--- src/rtl/button_conditioner_if.sv ---
// Button/increment bundle between the raw switch inputs and the clock/LCD block.
interface button_conditioner_if;
    logic btn_hour;
    logic btn_min;
    logic hour_inc;
    logic min_inc;

    modport master (output btn_hour, output btn_min, input hour_inc, input min_inc);
    modport slave  (input btn_hour, input btn_min, output hour_inc, output min_inc);
endinterface

--- src/rtl/button_conditioner.sv ---
// Two-channel button synchronizer/debouncer with press pulses and optional auto-repeat.
// Auto-repeat (and the both-held repeat lockout) is built only with BUTTON_AUTOREPEAT_EN defined.
module button_conditioner_chan #(
    parameter int DEB_CYC        = 20,
`ifdef BUTTON_AUTOREPEAT_EN
    parameter int RD_CYC         = 500,
    parameter int RP_CYC         = 200,
`endif
    parameter bit BTN_ACTIVE_LOW = 1'b0
) (
    input  logic clk,
    input  logic reset,
    input  logic btn_i,
`ifdef BUTTON_AUTOREPEAT_EN
    input  logic suppress_i,
    output logic active_o,
`endif
    output logic inc_o
);
    localparam logic [15:0] DEB_LAST = 16'(DEB_CYC - 1);
`ifdef BUTTON_AUTOREPEAT_EN
    localparam logic [15:0] RD_LAST  = 16'(RD_CYC - 1);
    localparam logic [15:0] RP_LAST  = 16'(RP_CYC - 1);
`endif

    typedef enum logic [1:0] {IDLE = 2'd0, HELD = 2'd1, REPEAT = 2'd2} state_e;

    logic [1:0]  sync_q;
    logic        s;
    logic [15:0] deb_cnt_q, deb_cnt_d;
    logic        d_q, d_d;
    state_e      state_q, state_d;
    logic        inc_q, inc_d;
`ifdef BUTTON_AUTOREPEAT_EN
    logic [15:0] tmr_q, tmr_d;
`endif

    assign s = sync_q[1] ^ BTN_ACTIVE_LOW;

    always_ff @(posedge clk) begin
        if (reset) begin
            sync_q    <= {2{BTN_ACTIVE_LOW}};
            deb_cnt_q <= '0;
            d_q       <= 1'b0;
        end else begin
            sync_q    <= {sync_q[0], btn_i};
            deb_cnt_q <= deb_cnt_d;
            d_q       <= d_d;
        end
    end

    // The level only moves after s has disagreed with it for DEB_CYC consecutive cycles.
    always_comb begin
        deb_cnt_d = deb_cnt_q;
        d_d       = d_q;
        if (s == d_q) begin
            deb_cnt_d = '0;
        end else if (deb_cnt_q == DEB_LAST) begin
            d_d       = s;
            deb_cnt_d = '0;
        end else begin
            deb_cnt_d = deb_cnt_q + 16'd1;
        end
    end

    always_ff @(posedge clk) begin
        if (reset) begin
            state_q <= IDLE;
            inc_q   <= 1'b0;
`ifdef BUTTON_AUTOREPEAT_EN
            tmr_q   <= '0;
`endif
        end else begin
            state_q <= state_d;
            inc_q   <= inc_d;
`ifdef BUTTON_AUTOREPEAT_EN
            tmr_q   <= tmr_d;
`endif
        end
    end

    // The repeat timer clears on every terminal count, so it is bounded and never wraps.
    always_comb begin
        state_d = state_q;
`ifdef BUTTON_AUTOREPEAT_EN
        tmr_d   = tmr_q;
`endif
        case (state_q)
            IDLE: begin
                if (d_q) state_d = HELD;
`ifdef BUTTON_AUTOREPEAT_EN
                tmr_d = '0;
`endif
            end
            HELD: begin
                if (!d_q) state_d = IDLE;
`ifdef BUTTON_AUTOREPEAT_EN
                else if (suppress_i) tmr_d = '0;
                else if (tmr_q == RD_LAST) begin
                    state_d = REPEAT;
                    tmr_d   = '0;
                end else tmr_d = tmr_q + 16'd1;
`endif
            end
`ifdef BUTTON_AUTOREPEAT_EN
            REPEAT: begin
                if (!d_q) state_d = IDLE;
                else if (suppress_i) begin
                    state_d = HELD;
                    tmr_d   = '0;
                end else if (tmr_q == RP_LAST) tmr_d = '0;
                else tmr_d = tmr_q + 16'd1;
            end
`endif
            default: state_d = IDLE;
        endcase
    end

    always_comb begin
        inc_d = 1'b0;
        case (state_q)
            IDLE:   inc_d = d_q;
`ifdef BUTTON_AUTOREPEAT_EN
            HELD:   inc_d = d_q && !suppress_i && (tmr_q == RD_LAST);
            REPEAT: inc_d = d_q && !suppress_i && (tmr_q == RP_LAST);
`endif
            default: inc_d = 1'b0;
        endcase
    end

`ifdef BUTTON_AUTOREPEAT_EN
    assign active_o = (state_q != IDLE);
`endif
    assign inc_o = inc_q;
endmodule

module button_conditioner #(
    parameter int CLOCK_RATE       = 1000,
    parameter int DEBOUNCE_MS      = 20,
    parameter int REPEAT_DELAY_MS  = 500,
    parameter int REPEAT_PERIOD_MS = 200,
    parameter bit BTN_ACTIVE_LOW   = 1'b0
) (
    input  logic              clk,
    input  logic              reset,
    button_conditioner_if.slave bus
);
    localparam int DEB_CYC = CLOCK_RATE * DEBOUNCE_MS / 1000;
    localparam int RD_CYC  = CLOCK_RATE * REPEAT_DELAY_MS / 1000;
    localparam int RP_CYC  = CLOCK_RATE * REPEAT_PERIOD_MS / 1000;
    // An out-of-range configuration leaves the outputs dead instead of silently truncating timers.
    localparam bit CFG_OK  = (DEB_CYC >= 1) && (DEB_CYC <= 65535) &&
                             (RD_CYC  >= 2) && (RD_CYC  <= 65535) &&
                             (RP_CYC  >= 2) && (RP_CYC  <= 65535);

    logic [1:0] btn;
    logic [1:0] inc;
`ifdef BUTTON_AUTOREPEAT_EN
    logic [1:0] act;
    logic       both_held;
    assign both_held = &act;
`endif

    assign btn = {bus.btn_min, bus.btn_hour};

    for (genvar i = 0; i < 2; i++) begin : g_chan
        button_conditioner_chan #(
            .DEB_CYC        (DEB_CYC),
`ifdef BUTTON_AUTOREPEAT_EN
            .RD_CYC         (RD_CYC),
            .RP_CYC         (RP_CYC),
`endif
            .BTN_ACTIVE_LOW (BTN_ACTIVE_LOW)
        ) u_chan (
            .clk        (clk),
            .reset      (reset),
            .btn_i      (btn[i]),
`ifdef BUTTON_AUTOREPEAT_EN
            .suppress_i (both_held),
            .active_o   (act[i]),
`endif
            .inc_o      (inc[i])
        );
    end

    assign bus.hour_inc = inc[0] & CFG_OK;
    assign bus.min_inc  = inc[1] & CFG_OK;
endmodule

--- src/flat_wrapper.sv ---
// flat-port wrapper written by rule: the top's interface ports become plain ports
module button_conditioner_flat 
#(
    parameter int CLOCK_RATE       = 1000,
    parameter int DEBOUNCE_MS      = 20,
    parameter int REPEAT_DELAY_MS  = 500,
    parameter int REPEAT_PERIOD_MS = 200,
    parameter bit BTN_ACTIVE_LOW   = 1'b0
)
  (clk, reset, bus_btn_hour, bus_btn_min, bus_hour_inc, bus_min_inc);
  button_conditioner_if bus_i ();
  input  logic clk;
  input  logic reset;
  input wire logic [$bits(bus_i.btn_hour)-1:0] bus_btn_hour;
  input wire logic [$bits(bus_i.btn_min)-1:0] bus_btn_min;
  output wire logic [$bits(bus_i.hour_inc)-1:0] bus_hour_inc;
  output wire logic [$bits(bus_i.min_inc)-1:0] bus_min_inc;
  assign bus_i.btn_hour = bus_btn_hour;
  assign bus_i.btn_min = bus_btn_min;
  assign bus_hour_inc = bus_i.hour_inc;
  assign bus_min_inc = bus_i.min_inc;
  button_conditioner #(.CLOCK_RATE(CLOCK_RATE), .DEBOUNCE_MS(DEBOUNCE_MS), .REPEAT_DELAY_MS(REPEAT_DELAY_MS), .REPEAT_PERIOD_MS(REPEAT_PERIOD_MS), .BTN_ACTIVE_LOW(BTN_ACTIVE_LOW)) u_core (.clk(clk), .reset(reset), .bus(bus_i));
endmodule
--- config.mk ---
export PLATFORM = sky130hd
export DESIGN_NAME = button_conditioner_flat
export DESIGN_NICKNAME = d
export VERILOG_FILES = /design/src/rtl/button_conditioner_if.sv /design/src/rtl/button_conditioner.sv /design/src/flat_wrapper.sv
export SDC_FILE = /design/constraint.sdc
export NUM_CORES = 1
export LEC_CHECK = 0
export CAP_MARGIN = 20
export CELL_PAD_IN_SITES_DETAIL_PLACEMENT = 0
export CELL_PAD_IN_SITES_GLOBAL_PLACEMENT = 1
export CORE_MARGIN = 5
export CORE_UTILIZATION = 47
export CTS_CLUSTER_SIZE = 8
export DETAILED_ROUTE_END_ITERATION = 6
export DONT_BUFFER_PORTS = 1
export PLACE_DENSITY = 0.83
export SYNTH_ARGS = -nofsm -noshare
export SYNTH_HDL_FRONTEND = slang
export SYNTH_SLANG_ARGS = --single-unit
--- constraint.sdc ---
create_clock -name clk -period 1.7 [get_ports clk]
set_input_delay 0.255 -clock clk [delete_from_list [all_inputs] [get_ports clk]]
set_output_delay 0.255 -clock clk [all_outputs]
set_load 0.01 [all_outputs]
==> results.toml, run 1 <==
[detailed_routing]
vias_per_cell = 5.23
antenna_left = 0
num_vias = 1282
totalWireLength_mm = 3.01
wl_per_cell_um = 12.3
drc = 0
drt_iter0_drc = 69
dr.pass1.iters = 4

[sta]
whs_ps = 19.8
rsz0062_at_grt = "no"
slew_violations = 0
finalSetupViolations = 0
slew_headroom_pct = 77.6
min_period_over_period_pct = 91.7
fin_setup_tns_ps = 0
finClkSkew_ps = 3.15
post-route-min-period_ps = 1560
fmax_mhz = 641
worstMarginPinSlew_ps = 334
finalHoldViolCount = 0

[worst_setup_path]
crit_path_end_kind = "flip-flop"
r2r_slack_ps = 140
path_buf_inv = 1
r2r-start = "u_core.g_chan[1].u_chan.deb_cnt_q[1]"
cpPeakStageDelay_ps = 400
crit_type = "flip-flop to flip-flop"
critPathLaunchType = "flip-flop"
critPathMaxFanout = 15
ff2ff_path_depth = 6
slowest_stage = "dfxtp_1"
cp_top_family = "simple AND/OR/NAND/NOR gates"
path_cells = "ha_1 > nor4b_1 > nand4_1 > nand2_1 > buf_4 > nor2_1"
worst-endpoint-arrival_ps = 1750
rr_endpoint = "u_core.g_chan[1].u_chan.deb_cnt_q[5]"
crit_required_ps = 1890
cp_num_cells = 6

[synth]
synthMuxAreaShare_pct = 1.17
syn_nets = 192
postSynthCellCount = 186
synth_area_um2 = 1720
avgSynthCellArea_um2 = 9.24
yosysUniqueCellTypes = 23
synth-compound-area-share_pct = 1.46
synth_top_family_by_area = "simple AND/OR/NAND/NOR gates"
ys.warnings.count = 0
synth_seq_cells = 42
synth-seq-area-share_pct = 48.9
synthAdderAreaFrac_pct = 1.46
synth_xor_area_share_pct = 14.3
synthSimpleGateAreaFrac_pct = 31.0

[clocking]
cts_setup_buffers = 0
numCtsBuffers = 5
tritoncts = "built"
clkSlewWorstSetupHoldPaths_ps = 80
cts.repair.resized = 0
clock-root-buffer = "clkbuf_8"
clk_latency_ps = 290
holdBufCountCts = 0
cts_sinks = 42
ctsHtreeMaxLevel = 2
ctsLongestPathBuffers = 2

[grt]
grt_pass1_wl_mm = 5.15
antenna_found_initial = 0
grt_usage_pct = 12.9
grt_pass1_vias = 1182
grt_overflow = 0
grt_max_degree = 16

[power_and_ir_drop]
leakage_nw = 0.613
power_density_nw_per_um2 = 852
ir_drop_v = 0.000520

[die]
die-area_um2 = 4960
num_rows = 22
die_h_um = 70.5
floorplan.initialDensity_pct = 47.6
core_area_um2 = 3610
io_pins = 6
die_x_um = 70.5

[placement]
placement.cell_area_um2 = 1830
portBuffers = 0
globalplace.congestion = 0.838
hpwl_mm = 2.11

[finish]
drive_above_1_share_pct = 8.12
fin_area_um2 = 1910
n_antenna_cell = 0
final_cell_mix = "dfxtp_1, nor2_1, xnor2_1, nand4_1, nand3_1"
fin_nets = 202
syn_to_final_growth_pct = 11.3
post-route-util_pct = 53.0
final_common_cell = "dfxtp_1"

[job]
maxCapViolations = 0

[outcome]
status = "finished clean"

[min_path]
min_to = "u_core.g_chan[1].u_chan.d_q"
hold_start = "reset"
hold_class = "input port to flip-flop"
hold_depth = 1
-- layout make-up --
type / count / area [um^2]
clock buffer: 6 / 72.6
clock inverter: 2 / 13.8
fill: 336 / 1690
inverter: 3 / 11.3
multi-input combinational: 137 / 848
sequential: 42 / 841
tap: 48 / 60.1
timing repair buffer: 7 / 65.1
-- stage by stage --
step | worst slack [ps] | std cells | total power, W
2_1_floorplan | 119 | 186 | 0.00103
3_3_place_gp | 202 | 237 | 0.00103
3_5_place_dp | 167 | 237 | 0.00103
4_1_cts | 155 | 245 | 0.00166
5_1_grt | 20.0 | 245 | 0.00171
6_report | 141 | 245 | 0.00163
-- cells by family after synthesis --
family,Yosys count
and+or+nand+nor,101
muxes,2
buffers and inverters,7
xor gates and xnor gates,28
AOI/OAI and AO/OA,4
adders and majority gates,2
DFF,42
-- metal layers --
metal  share of wire, %  global-route usage [%]  vias to the layer above
met5                  0                       0                        -
met4                2.5                    7.66                        0
met3                4.3                    3.60                        8
met2                 46                    20.1                       21
met1                 47                    15.7                      589
li1                   -                       -                      664
-- registers in the layout (all words and copies together), names as in the netlist --
signal                          flops
u_core.g_chan.u_chan.d_q            2
u_core.g_chan.u_chan.deb_cnt_q     32
u_core.g_chan.u_chan.inc_o          2
u_core.g_chan.u_chan.state_q        2
u_core.g_chan.u_chan.sync_q         4
-- worst register-to-register path: cells and delay by family, from the launching register on --
family                     cells  cell delay [ps]
and+or+nand+nor                4              670
buffers and inverters          1              200
DFF                            1              400
adders and majority gates      1              190
-- worst max-delay path by stage --
stage,from,end,slack [ps]
after floorplan,u_core.g_chan[1].u_chan.deb_cnt_q[0],u_core.g_chan[1].u_chan.deb_cnt_q[10],120
after global placement,u_core.g_chan[0].u_chan.deb_cnt_q[3],u_core.g_chan[0].u_chan.deb_cnt_q[15],200
after detailed placement,u_core.g_chan[1].u_chan.deb_cnt_q[1],u_core.g_chan[1].u_chan.deb_cnt_q[5],170
after CTS,u_core.g_chan[1].u_chan.deb_cnt_q[1],u_core.g_chan[1].u_chan.deb_cnt_q[5],150
after global routing,u_core.g_chan[1].u_chan.deb_cnt_q[1],u_core.g_chan[1].u_chan.deb_cnt_q[4],20
final,u_core.g_chan[1].u_chan.deb_cnt_q[1],u_core.g_chan[1].u_chan.deb_cnt_q[5],140
-- synthesized netlist by cell type (all sizes together) --
library cell,count,area [um^2]
dfxtp,42,841
nor2,35,131
xnor2,20,175
nand4,12,90.1
nand3,10,50.1
nand2,9,33.8
nor4,9,56.3
nor2b,8,50.1
xor2,8,70.1
nor3,7,35.0
nor4b,4,35.0
and3,3,18.8
inv,3,11.3
a21oi,2,10.0
buf,2,10.0
clkbuf,2,7.51
ha,2,25.0
mux2i,2,20.0
o31ai,2,15.0
or4,2,15.0
and4,1,8.76
or2,1,8.76
-- power breakdown --
part / switching [W] / internal [W] / total [W]
Combinational: 0.00000926 / 0.00000871 / 0.0000180
Clock: 0.000331 / 0.000289 / 0.000620
Sequential: 0.00000270 / 0.000989 / 0.000991
Total: 0.000343 / 0.00129 / 0.00163
Note: power is estimated with default switching activity, not from simulation.
==> run 2, diff against run 1 <==
Settings changed: SLEW_MARGIN set to 20.
==> results of run 2 <==
Same layout as run 1: the final DEF is identical, and so are final timing and power.
